`src/rtl/nvdla_csb_master.sv`:
```
// CSB initiator: turns single host register requests into csb2nvdla transfers and
// returns exactly one response per request, with a WAIT-state timeout.
module nvdla_csb_master #(
  parameter int unsigned ADDR_WIDTH     = 16,
  parameter int unsigned DATA_WIDTH     = 32,
  parameter int unsigned TIMEOUT_CYCLES = 1024
) (
  input  logic                  clk_i,
  input  logic                  rst_ni,
  input  logic                  clear_i,
  input  logic                  req_valid_i,
  output logic                  req_ready_o,
  input  logic [ADDR_WIDTH-1:0] req_addr_i,
  input  logic [DATA_WIDTH-1:0] req_wdata_i,
  input  logic                  req_write_i,
  input  logic                  req_nposted_i,
  output logic                  rsp_valid_o,
  input  logic                  rsp_ready_i,
  output logic [DATA_WIDTH-1:0] rsp_rdata_o,
  output logic                  rsp_error_o,
  output logic                  busy_o,
  output logic                  stray_o,
  output logic                  csb2nvdla_valid_o,
  input  logic                  csb2nvdla_ready_i,
  output logic [ADDR_WIDTH-1:0] csb2nvdla_addr_o,
  output logic [DATA_WIDTH-1:0] csb2nvdla_wdat_o,
  output logic                  csb2nvdla_write_o,
  output logic                  csb2nvdla_nposted_o,
  input  logic                  nvdla2csb_valid_i,
  input  logic [DATA_WIDTH-1:0] nvdla2csb_data_i,
  input  logic                  nvdla2csb_wr_complete_i
);

  localparam int unsigned CNT_WIDTH = $clog2(TIMEOUT_CYCLES);

  typedef enum logic [1:0] {S_IDLE, S_REQ, S_WAIT, S_RESP} state_e;

  state_e                state_q;
  logic [CNT_WIDTH-1:0]  cnt_q;
  logic [ADDR_WIDTH-1:0] addr_q;
  logic [DATA_WIDTH-1:0] wdat_q;
  logic                  write_q;
  logic                  nposted_q;
  logic                  csb_valid_q;
  logic                  req_ready_q;
  logic                  rsp_valid_q;
  logic [DATA_WIDTH-1:0] rdata_q;
  logic                  error_q;
  logic                  busy_q;
  logic                  stray_q;

  logic any_pulse;
  logic rd_done;
  logic wr_done;
  logic wrong_pulse;

  assign any_pulse   = nvdla2csb_valid_i | nvdla2csb_wr_complete_i;
  assign rd_done     = ~write_q & nvdla2csb_valid_i;
  assign wr_done     = write_q & nvdla2csb_wr_complete_i;
  assign wrong_pulse = (~write_q & nvdla2csb_wr_complete_i) | (write_q & nvdla2csb_valid_i);

  always_ff @(posedge clk_i or negedge rst_ni) begin
    if (!rst_ni) begin
      state_q     <= S_IDLE;
      cnt_q       <= '0;
      addr_q      <= '0;
      wdat_q      <= '0;
      write_q     <= 1'b0;
      nposted_q   <= 1'b0;
      csb_valid_q <= 1'b0;
      req_ready_q <= 1'b0;
      rsp_valid_q <= 1'b0;
      rdata_q     <= '0;
      error_q     <= 1'b0;
      busy_q      <= 1'b0;
      stray_q     <= 1'b0;
    end else if (clear_i) begin
      // Abort: any in-flight CSB transfer is abandoned without a response
      state_q     <= S_IDLE;
      cnt_q       <= '0;
      csb_valid_q <= 1'b0;
      rsp_valid_q <= 1'b0;
      req_ready_q <= 1'b1;
      busy_q      <= 1'b0;
      stray_q     <= 1'b0;
    end else begin
      case (state_q)
        S_IDLE: begin
          req_ready_q <= 1'b1;
          if (any_pulse) stray_q <= 1'b1;
          if (req_valid_i && req_ready_q) begin
            addr_q      <= req_addr_i;
            wdat_q      <= req_wdata_i;
            write_q     <= req_write_i;
            nposted_q   <= req_write_i & req_nposted_i;
            csb_valid_q <= 1'b1;
            req_ready_q <= 1'b0;
            busy_q      <= 1'b1;
            state_q     <= S_REQ;
          end
        end
        S_REQ: begin
          if (any_pulse) stray_q <= 1'b1;
          if (csb2nvdla_ready_i) begin
            csb_valid_q <= 1'b0;
            if (write_q && !nposted_q) begin
              rsp_valid_q <= 1'b1;
              rdata_q     <= '0;
              error_q     <= 1'b0;
              state_q     <= S_RESP;
            end else begin
              cnt_q   <= '0;
              state_q <= S_WAIT;
            end
          end
        end
        S_WAIT: begin
          if (wrong_pulse) stray_q <= 1'b1;
          // A response on the timeout cycle still counts as a normal completion
          if (rd_done || wr_done) begin
            rsp_valid_q <= 1'b1;
            rdata_q     <= rd_done ? nvdla2csb_data_i : '0;
            error_q     <= 1'b0;
            state_q     <= S_RESP;
          end else if (cnt_q == CNT_WIDTH'(TIMEOUT_CYCLES - 1)) begin
            rsp_valid_q <= 1'b1;
            rdata_q     <= '0;
            error_q     <= 1'b1;
            state_q     <= S_RESP;
          end else begin
            cnt_q <= cnt_q + CNT_WIDTH'(1);
          end
        end
        S_RESP: begin
          if (any_pulse) stray_q <= 1'b1;
          if (rsp_ready_i) begin
            rsp_valid_q <= 1'b0;
            busy_q      <= 1'b0;
            req_ready_q <= 1'b1;
            state_q     <= S_IDLE;
          end
        end
        default: state_q <= S_IDLE;
      endcase
    end
  end

  assign req_ready_o         = req_ready_q;
  assign rsp_valid_o         = rsp_valid_q;
  assign rsp_rdata_o         = rdata_q;
  assign rsp_error_o         = error_q;
  assign busy_o              = busy_q;
  assign stray_o             = stray_q;
  assign csb2nvdla_valid_o   = csb_valid_q;
  assign csb2nvdla_addr_o    = addr_q;
  assign csb2nvdla_wdat_o    = wdat_q;
  assign csb2nvdla_write_o   = write_q;
  assign csb2nvdla_nposted_o = nposted_q;

endmodule
```
`config.mk`:
```
export PLATFORM = sky130hd
export DESIGN_NAME = nvdla_csb_master
export DESIGN_NICKNAME = d
export VERILOG_FILES = /design/src/rtl/nvdla_csb_master.sv
export SDC_FILE = /design/constraint.sdc
export NUM_CORES = 1
export LEC_CHECK = 0
export BUFFER_PORTS_ARGS = -buffer_cell sky130_fd_sc_hd__clkbuf_2
export CAP_MARGIN = 20
export CORE_MARGIN = 2
export CORE_UTILIZATION = 44
export DETAILED_ROUTE_END_ITERATION = 12
export PLACE_DENSITY = 0.76
export SYNTH_ARGS = -nofsm -noshare
export SYNTH_HDL_FRONTEND = slang
export SYNTH_SLANG_ARGS = --single-unit
```
`constraint.sdc`:
```
create_clock -name clk_i -period 2.05 [get_ports clk_i]
set_input_delay 0.41 -clock clk_i [delete_from_list [all_inputs] [get_ports clk_i]]
set_output_delay 0.41 -clock clk_i [all_outputs]
set_load 0.03 [all_outputs]
```
==> results of run 1 <==
==> power by group <==
part / internal [µW] / switching [µW]
clock network: 510 / 652
logic: 1680 / 2900
registers: 2760 / 446
==> sequential cells by signal, summed over array words and instances (netlist names) <==
signal and count:
csb2nvdla_wdat_o 32, rsp_rdata_o 32, csb2nvdla_addr_o 16, cnt_q 10, state_q 2, busy_o 1, csb2nvdla_nposted_o 1, csb2nvdla_valid_o 1
csb2nvdla_write_o 1, req_ready_o 1, rsp_error_o 1, rsp_valid_o 1, stray_o 1
==> routing by layer <==
metal  vias to the layer above  global-route usage  routed length (µm)
met1                      1711               0.243                4480
met4                         0              0.0705                 167
met2                       127               0.340                5450
met5                         -                   0                   0
met3                        17              0.0536                 691
li1                       1697                   -                   -
==> metrics by stage <==
stage               utilization  TNS [ns]
floorplan                     -         0
global placement          0.577         0
detailed placement        0.577         0
CTS                       0.595         0
global route              0.607    -0.361
finish                    0.607         0
==> repair_timing <==
item,4_1_cts,5_1_grt
gates resized for setup,0,11
buffers inserted,0,3
endpoints found under the setup margin,0,28
==> path summary, 6_finish.rpt <==
kind | from | endpoint | slack (ns) | cells after the start
worst max register to register | cnt_q[1]$_DFFE_PN0P_ | rsp_rdata_o[11]$_DFFE_PN0P_ | 0.04 | 7
worst min register to register | csb2nvdla_wdat_o[12]$_DFFE_PN0P_ | csb2nvdla_wdat_o[12]$_DFFE_PN0P_ | 0.51 | 1
min in group clk_i | nvdla2csb_data_i[13] | rsp_rdata_o[13]$_DFFE_PN0P_ | 0.25 | 3
worst max-delay path | cnt_q[1]$_DFFE_PN0P_ | rsp_rdata_o[11]$_DFFE_PN0P_ | 0.04 | 7
worst min-delay path | rst_ni | cnt_q[7]$_DFFE_PN0P_ | 0.04 | 2
max in group asynchronous | rst_ni | rsp_rdata_o[10]$_DFFE_PN0P_ | 1.56 | 2
==> area by class of cell <==
| type | count | area [µm²] | share of cell area |
|---|---|---|---|
| clock buffer | 13 | 159 | 0.0265 |
| multi-input combinational | 228 | 1790 | 0.299 |
| inverter | 38 | 143 | 0.0238 |
| clock inverter | 3 | 18.8 | 0.00313 |
| timing repair buffer | 204 | 1210 | 0.202 |
| sequential | 100 | 2500 | 0.418 |
| tap | 133 | 166 | 0.0278 |
==> kinds of logic (layout without fill, tap and decap cells) <==
group,count (synthesis),count (layout),share of synthesized area
buffers and inverters,54,258,0.0525
multiplexers,89,89,0.212
AND/OR/NAND/NOR,96,96,0.101
AO/OA/AOI/OAI,37,37,0.0623
flip-flops,100,100,0.556
adder cells (fa/ha/maj),6,6,0.0167
==> Yosys cell counts <==
library cell | n | area, µm²
o31a_1 | 1 | 8.76
a21boi_0 | 3 | 22.5
a211oi_1 | 1 | 7.51
o31ai_1 | 3 | 22.5
or4_1 | 4 | 30.0
a221oi_4 | 1 | 26.3
o41ai_1 | 1 | 8.76
buf_8 | 3 | 45.0
a221oi_1 | 1 | 8.76
o311ai_0 | 1 | 8.76
a221o_1 | 1 | 10.0
a32o_1 | 1 | 10.0
a31oi_1 | 4 | 25.0
nor4_1 | 1 | 6.26
o22ai_1 | 1 | 6.26
ha_1 | 6 | 75.1
buf_1 | 3 | 11.3
a21o_1 | 2 | 15.0
and2_1 | 2 | 12.5
o32ai_1 | 1 | 8.76
a21oi_1 | 5 | 25.0
dfrtp_1 | 100 | 2500
o21ai_0 | 5 | 25.0
inv_1 | 38 | 143
mux2i_1 | 40 | 400
clkbuf_1 | 10 | 37.5
mux2_2 | 49 | 552
nor3b_1 | 1 | 7.51
nand3_1 | 7 | 35.0
o211ai_1 | 2 | 15.0
nand3_2 | 1 | 10.0
nor2b_1 | 3 | 18.8
nand4_1 | 3 | 18.8
nand2_1 | 51 | 191
or2_2 | 1 | 6.26
nor2_1 | 9 | 33.8
nand2b_1 | 12 | 75.1
a211o_1 | 1 | 8.76
a2111oi_0 | 2 | 17.5
and4_1 | 1 | 8.76
==> run metrics, run 1 <==
sequential share of the synthesized area 0.556; Leak 0.00287 µW; Via density 4.94; Final nets 677; Cell Area, Synth 4500 µm²; worst min-delay path class primary input to asynchronous set/reset pin; Clk Latency, worst-skew pair 0.37 ns; Placer Congestion 0.867; Clock Skew 0.0119 ns; worst slew pin tran 0.580 ns; fin crit share 0.980; Syn Nets 478; die area 11,100 µm²; CP startpoint kind flip-flop; IO Count 178; synth warn 0; number of global-route vias before repair 3,681; Post-CTS Hold Buffers 0; RSZ-0062 raised after global routing yes; Area Overhead vs Synth 33.1%; Hold Slack 0.0365 ns; final non-filler cell total 719; cell count after synthesis 382; clock buffer depth 2; Die W 105 µm; MaxCap Viol Count 0; drt first pass iters 4; Worst path slowest cell dfrtp_1; commonest non-fill, non-tap cell in the layout clkbuf_2; Sink Count 100; largest net degree at the start of global routing 59; Initial Util 0.456; Die Ht 105 µm; DR iter-0 viols 172; peak supply drop 0.000756 V; maximum fanout along the worst path 8; DRT antenna net count 0; design area 5990 µm²; # diodes 0; H-tree level count 3; Netlist cell types 40; initial antenna violation count 0; CTS tree yes; Rel. slew slack 0.612; CTS Buf Count 9; Worst setup EP type flip-flop; min Tclk post-route 2.01 ns; Post-DP HPWL 7.89 mm; CP bufs+invs 2; Top Family by Delay on Critical Path compound AO/OA/AOI/OAI gates; row count 36; WL/cell 15.0 µm; Fin. Hold Viols 0; fillers 810; layout cell share with drive strength beyond 1 0.474; Max Fclk 0.498 GHz; final setup margin 0.0406 ns; Total Wirelength 10.8 mm; Slew Limit Fails 0; Setup WS pre-CTS 0.0825 ns; commonest non-fill, non-tap cells in the layout clkbuf_2, dfrtp_1, nand2_1, mux2_2, mux2i_1; Setup CP Type flip-flop to flip-flop; WP data required 2.33 ns; clk root buf clkbuf_8; CP max stage delay 0.42 ns; global-route wire length before repair 17.6 mm; count of input and output buffers 177; syn_area_per_cell 11.8 µm²; Tot Pwr 8940 µW; CP Data Arrival Time 2.29 ns; GR Overflow Total 0; Cells after DPL 698; core area 9860 µm²; status finished, final reports clean; Final setup viols 0; synthesized flop and latch total 100; Clock transition at path regs 0.09 ns; power density over the cells 1490 nW/µm²; via count 3,552; DRC viols 0; GRT Util Overall 0.200; placed cell area 5690 µm²; cell chain of the critical path ha_2 > nand3_1 > o31a_1 > a221oi_4 > buf_12 > clkbuf_16 > mux2i_1
Power figures use the tool's default switching activity.
==> inputs of run 2 (changes only) <==
- CORE_ASPECT_RATIO: not set -> 1.2
- CTS_CLUSTER_DIAMETER: not set -> 50
==> run metrics, run 2 (synthesized netlist as in run 1, its figures left out) <==
status finished, final reports clean; final setup margin 0.111 ns (+0.0705 ns); max layer used met4; Fin. Hold Viols 0 (unchanged); Post-CTS Hold Buffers 0 (unchanged); Via density 5.11 (+3.4%); largest net degree at the start of global routing 52 (-12%); Final setup viols 0 (unchanged); fin crit share 0.946 (-0.0344); Rel. slew slack 0.640 (+0.0276); Die W 96.3 µm (-8.4%); Setup WS pre-CTS 0.0643 ns (-0.0182 ns); Cells after DPL 691 (-1.0%); number of global-route vias before repair 3,725 (+1.2%); Max Fclk 0.516 GHz (+3.6%); row count 40 (+11%); Area Overhead vs Synth 33.9%; IO Count 178 (unchanged); Fin Setup TNS 0 ns (unchanged); Placer Congestion 0.847 (-2.4%); min Tclk post-route 1.94 ns (-0.0705 ns); met1 wire length 4.24 mm (-5.3%); Final nets 674 (-0.44%); Sink Count 100 (unchanged); fin util 0.602 (-0.00530); maximum fanout along the worst path 51 (+43); Power Internal 5230 µW (+5.8%); core area 10,000 µm² (+1.5%); clock power share 0.173 (+0.043); Sequential Power Share 0.342 (-0.016); Clock Skew 0.00781 ns (-0.00408 ns); GR Overflow Total 0 (unchanged); Total Wirelength 10.8 mm (+0.46%); layout cell share with drive strength beyond 1 0.473 (-0.000989); met2 wire len 5.49 mm (+0.79%); switching power 4160 µW (+3.9%); clock buffer depth 2 (unchanged); Logic pwr share 0.485 (-0.027); initial antenna violation count 0 (unchanged); worst min-delay path class primary input to asynchronous set/reset pin; count of input and output buffers 177 (unchanged); die area 11,100 µm² (about the same); CP startpoint kind flip-flop; H-tree level count 3 (unchanged); Leak 0.00289 µW (+0.64%); Setup CP Type flip-flop to flip-flop; DRC viols 0 (unchanged); commonest non-fill, non-tap cell in the layout clkbuf_2; CTS Buf Count 9 (unchanged); WL/cell 15.3 µm (+1.9%); power density over the cells 1560 nW/µm² (+4.4%); CTS tree yes; Worst setup EP type flip-flop; met3 WL 864 µm (+25%); Slew Limit Fails 0 (unchanged); CP Data Arrival Time 2.17 ns (-0.12 ns); clk root buf clkbuf_16; final non-filler cell total 709 (-1.4%); DRT antenna net count 0 (unchanged); WP data required 2.28 ns (-0.05 ns); Clk Latency, worst-skew pair 0.35 ns (-0.02 ns); drt first pass iters 6 (+2); via count 3,622 (+2.0%); Post-DP HPWL 7.99 mm (+1.2%); global-route wire length before repair 17.4 mm (-1.0%); Switching Fraction 0.443 (-0.00437); Die Ht 115 µm (+9.2%); GRT Util Overall 0.202 (+0.00226); MaxCap Viol Count 0 (unchanged); commonest non-fill, non-tap cells in the layout clkbuf_2, dfrtp_1, nand2_1, mux2_2, mux2i_1; Clock transition at path regs 0.07 ns (-0.02 ns); # diodes 0 (unchanged); peak supply drop 0.000965 V (+28%); Initial Util 0.450 (-0.00662); fillers 836 (+3.2%); DR iter-0 viols 203 (+18%); worst slew pin tran 0.527 ns (-0.0532 ns)
run 2: changes by cell type in the layout (fill, tap and decap cells not counted), moves of 2 or more:
cell        delta
clkinvlp_4     +2
clkinv_4       +2
inv_8          +2
clkbuf_16      +8
clkbuf_1       -2
clkbuf_8      -11
run 2: power by group through the flow:
stage | Clock [µW] | Sequential, µW | Combinational [µW]
after floorplan | 0 | 4740 | 1500
after global placement | 0 | 3200 | 4390
after detailed placement | 0 | 3230 | 4510
after CTS | 1660 | 3220 | 4520
after global routing | 1760 | 3320 | 4850
final | 1620 | 3210 | 4550
run 2: path summary, 6_finish.rpt:
path	start	to	slack (ns)	cells after the start
setup reg to reg	state_q[1]$_DFFE_PN0P_	csb2nvdla_addr_o[10]$_DFFE_PN0P_	0.11	7
max in group asynchronous	rst_ni	csb2nvdla_wdat_o[27]$_DFFE_PN0P_	1.48	2
hold / removal	rst_ni	rsp_rdata_o[1]$_DFFE_PN0P_	0.007	1
min in group clk_i	nvdla2csb_data_i[13]	rsp_rdata_o[13]$_DFFE_PN0P_	0.29	3
setup / recovery	state_q[1]$_DFFE_PN0P_	csb2nvdla_addr_o[10]$_DFFE_PN0P_	0.11	7
hold reg to reg	stray_o$_DFFE_PN0P_	stray_o$_DFFE_PN0P_	0.51	2
run 2: final cells by class:
cell class	instances	area (µm²)	share of cell area
Clock buffer	9	225	0.0374
Multi-Input combinational cell	228	1790	0.297
Tap cell	126	158	0.0262
Clock inverter	7	60.1	0.00997
Inverter	38	143	0.0237
Sequential cell	100	2500	0.415
Timing Repair Buffer	201	1150	0.191
run 2: metal layers:
| metal | vias up | global-route usage |
|---|---|---|
| met4 | 0 | 0.0808 |
| met3 | 22 | 0.0655 |
| li1 | 1691 | - |
| met5 | - | 0 |
| met2 | 146 | 0.336 |
| met1 | 1763 | 0.241 |
run 2: what timing repair did:
item / CTS / global route
endpoints found under the setup margin: 0 / 84
endpoints found under the hold margin: 0 / 0
resized for setup: 0 / 7
buffers inserted: 0 / 1
run 2: stage by stage:
step                      hold WS, ns  total power, µW  area (µm²)
after CTS                      0.0219             9390        5970
final                         0.00738             9390        6020
after global placement          0.381             7590        5690
after floorplan                 0.114             6250        4500
after global routing           0.0363             9930        6020
after detailed placement        0.392             7740        5690
run 2: worst max-delay path, cell delays in order (launching register included):
cell	delay, ns
dfrtp_1	0.38
inv_1	0.08
buf_4	0.11
ha_1	0.26
nand3_1	0.16
or2_2	0.32
buf_12	0.20
mux2_2	0.30
==> inputs of run 3 (changes only) <==
- ABC_AREA: not set -> 1
==> run metrics, run 3 <==
Top Family by Delay on Critical Path buffers and inverters; power density over the cells 1430 nW/µm² (-8.1%); IO Count 178 (unchanged); # diodes 0 (unchanged); ranking of synthesized cells by area dfrtp_1, nand2_1, o21ai_2; status finished, final reports clean; Netlist cell types 28 (-30%); worst min-delay path class primary input to flip-flop; die area 11,000 µm² (-0.78%); number of global-route vias before repair 3,777 (+1.4%); via count 4,017 (+11%); CP Data Arrival Time 2.11 ns (-0.06 ns); WL/cell 12.9 µm (-15%); fin crit share 0.904 (-0.0418); Fin. Hold Viols 0 (unchanged); Via density 4.83 (-5.4%); Worst setup EP type flip-flop; DRC viols 0 (unchanged); Post-synth EDFFs 0 (unchanged); DR iter-0 viols 182 (-10%); asr flop ratio synth 1.00 (unchanged); final setup margin 0.197 ns (+0.0856 ns); Die Ht 114 µm (-0.39%); GRT Util Overall 0.201 (-0.000289); global-route wire length before repair 17.4 mm (about the same); Cell Area, Synth 4460 µm² (-0.81%); Setup WS pre-CTS 0.0381 ns (-0.0262 ns); most common cell in the synthesized netlist nand2_1; Fin Setup TNS 0 ns (unchanged); DRT antenna net count 0 (unchanged); Rel. slew slack 0.680 (+0.0409); commonest non-fill, non-tap cell in the layout nand2_1; Syn Nets 623 (+30%); sequential share of the synthesized area 0.561 (+0.00452); Post-DP HPWL 7.89 mm (-1.3%); Synth top cells by count nand2_1, dfrtp_1, inv_1, o21ai_0, o21ai_1; clock buffer depth 2 (unchanged); synthesized flop and latch total 100 (unchanged); syn_area_per_cell 8.47 µm² (-28%); Setup Buffers After CTS 0 (unchanged); Total Wirelength 10.8 mm (-0.77%); CP startpoint kind flip-flop; RSZ-0062 raised after global routing no; Die W 96.0 µm (-0.39%); Placer Congestion 0.900 (+6.3%); largest net degree at the start of global routing 60 (+15%); Clock Skew 0.00935 ns (+0.00154 ns); layout cell share with drive strength beyond 1 0.336 (-0.137); CP most frequent cell inv_1; Max Fclk 0.540 GHz (+4.6%); initial antenna violation count 1 (+1); Hold Slack 0.255 ns (+0.247 ns); clk root buf clkbuf_16; worst slew pin tran 0.479 ns (-0.0478 ns); Final nets 797 (+18%); core area 9960 µm² (-0.50%); CP max stage delay 0.42 ns (+0.04 ns); Clock transition at path regs 0.08 ns (about the same); CP bufs+invs 3 (unchanged); GR Overflow Total 0 (unchanged); count of input and output buffers 177 (unchanged); prevailing post-synth register cell dfrtp_1; min Tclk post-route 1.85 ns (-0.0856 ns); commonest non-fill, non-tap cells in the layout nand2_1, clkbuf_2, dfrtp_1, inv_1, o21ai_0; cell chain of the critical path inv_1 > ha_1 > inv_1 > nor2_1 > nand2_2 > nand4_4 > buf_4 > nand2_1 > o21ai_1; Tot Pwr 8290 µW (-12%); H-tree level count 3 (unchanged); fillers 911 (+9.0%); synth warn 0 (unchanged); peak supply drop 0.000851 V (-12%); WP data required 2.31 ns (+0.03 ns); CTS tree yes; cell count after synthesis 527 (+38%); drt first pass iters 5 (-1); Setup CP Type flip-flop to flip-flop; Final setup viols 0 (unchanged); maximum fanout along the worst path 33 (-35%); Leak 0.00313 µW (+8.5%); Clk Latency, worst-skew pair 0.34 ns (about the same); CTS Buf Count 9 (unchanged); dominant cell type by area after synthesis dfrtp_1; MaxCap Viol Count 0 (unchanged); Area Overhead vs Synth 29.7%; post-synth top area share 0.561 (+0.00452); Worst path slowest cell dfrtp_1; row count 40 (unchanged); Initial Util 0.448 (-0.00138); Sink Count 100 (unchanged); Slew Limit Fails 0 (unchanged)
## run 3: cell count changes after synthesis, moves of 4 or more
cell      before  now
buf_2          0    9
nor2_1         9   13
nand2b_1      12    0
o21ai_1        0   17
inv_1         38   23
nand2_2        0   12
nand4_1        3   12
o21ai_2        0   13
or4_1          4    0
mux2i_1       40    0
nand2_1       51  255
o21ai_0        5   21
mux2_2        49    0
## run 3: worst min-delay path: cells and delay by family
family	cells	cell delay, ns
buffers and inverters	1	0.07
and+or+nand+nor	2	0.08
## run 3: per-stage QoR
| step | area [µm²] | util | std cells |
|---|---|---|---|
| final | 5790 | 0.581 | 831 |
| after global routing | 5790 | 0.581 | 831 |
| after floorplan | 4460 | - | 527 |
| after CTS | 5780 | 0.581 | 831 |
| after global placement | 5480 | 0.550 | 815 |
| after detailed placement | 5480 | 0.550 | 815 |
## run 3: routing by layer
metal  up-vias  global-route usage  wire [µm]
li1       2003                   -          -
met1      1846               0.255       4530
met2       156               0.323       5160
met3        12              0.0671        912
met4         0              0.0686        148
met5         -                   0          0
## run 3: what timing repair did
action | 4_1_cts | 5_1_grt
hold endpoints to repair | 15 | 0
hold buffers | 1 | 0
resized for setup | 0 | 2
setup endpoints to repair | 0 | 10
## run 3: cell type report
class / count / area, µm² / area share
flip-flops and latches: 100 / 2500 / 0.432
multi-input cells: 377 / 1740 / 0.300
repair buffers: 189 / 1010 / 0.174
clock buffers: 9 / 225 / 0.0389
well taps: 126 / 158 / 0.0272
inverters: 24 / 90.1 / 0.0156
clock inverters: 6 / 72.6 / 0.0125
## run 3: cell families (layout without fill, tap and decap cells)
kind of cell / after synthesis / in the layout / share of synthesized area
buffers and inverters: 50 / 228 / 0.0546
adder cells (fa/ha/maj): 6 / 6 / 0.0168
AO/OA/AOI/OAI: 61 / 61 / 0.0818
AND/OR/NAND/NOR: 310 / 310 / 0.286
flip-flops: 100 / 100 / 0.561
## run 3: worst paths after layout
check	slack, ns	cells after the start	to	startpoint
max	0.20	9	rsp_rdata_o[15]$_DFFE_PN0P_	state_q[0]$_DFFE_PN0P_
min	0.25	3	csb2nvdla_wdat_o[30]$_DFFE_PN0P_	req_wdata_i[30]
max reg2reg	0.20	9	rsp_rdata_o[15]$_DFFE_PN0P_	state_q[0]$_DFFE_PN0P_
min reg2reg	0.48	2	csb2nvdla_wdat_o[0]$_DFFE_PN0P_	csb2nvdla_wdat_o[0]$_DFFE_PN0P_
max in group asynchronous	0.99	3	rsp_rdata_o[26]$_DFFE_PN0P_	rst_ni
min in group asynchronous	0.48	2	csb2nvdla_wdat_o[23]$_DFFE_PN0P_	rst_ni
## run 3: power breakdown
group	switching [µW]	internal (µW)	leakage (µW)
Clock	771	953	0.000136
Combinational	2560	1000	0.00169
Sequential	400	2610	0.00131
Total	3730	4560	0.00313
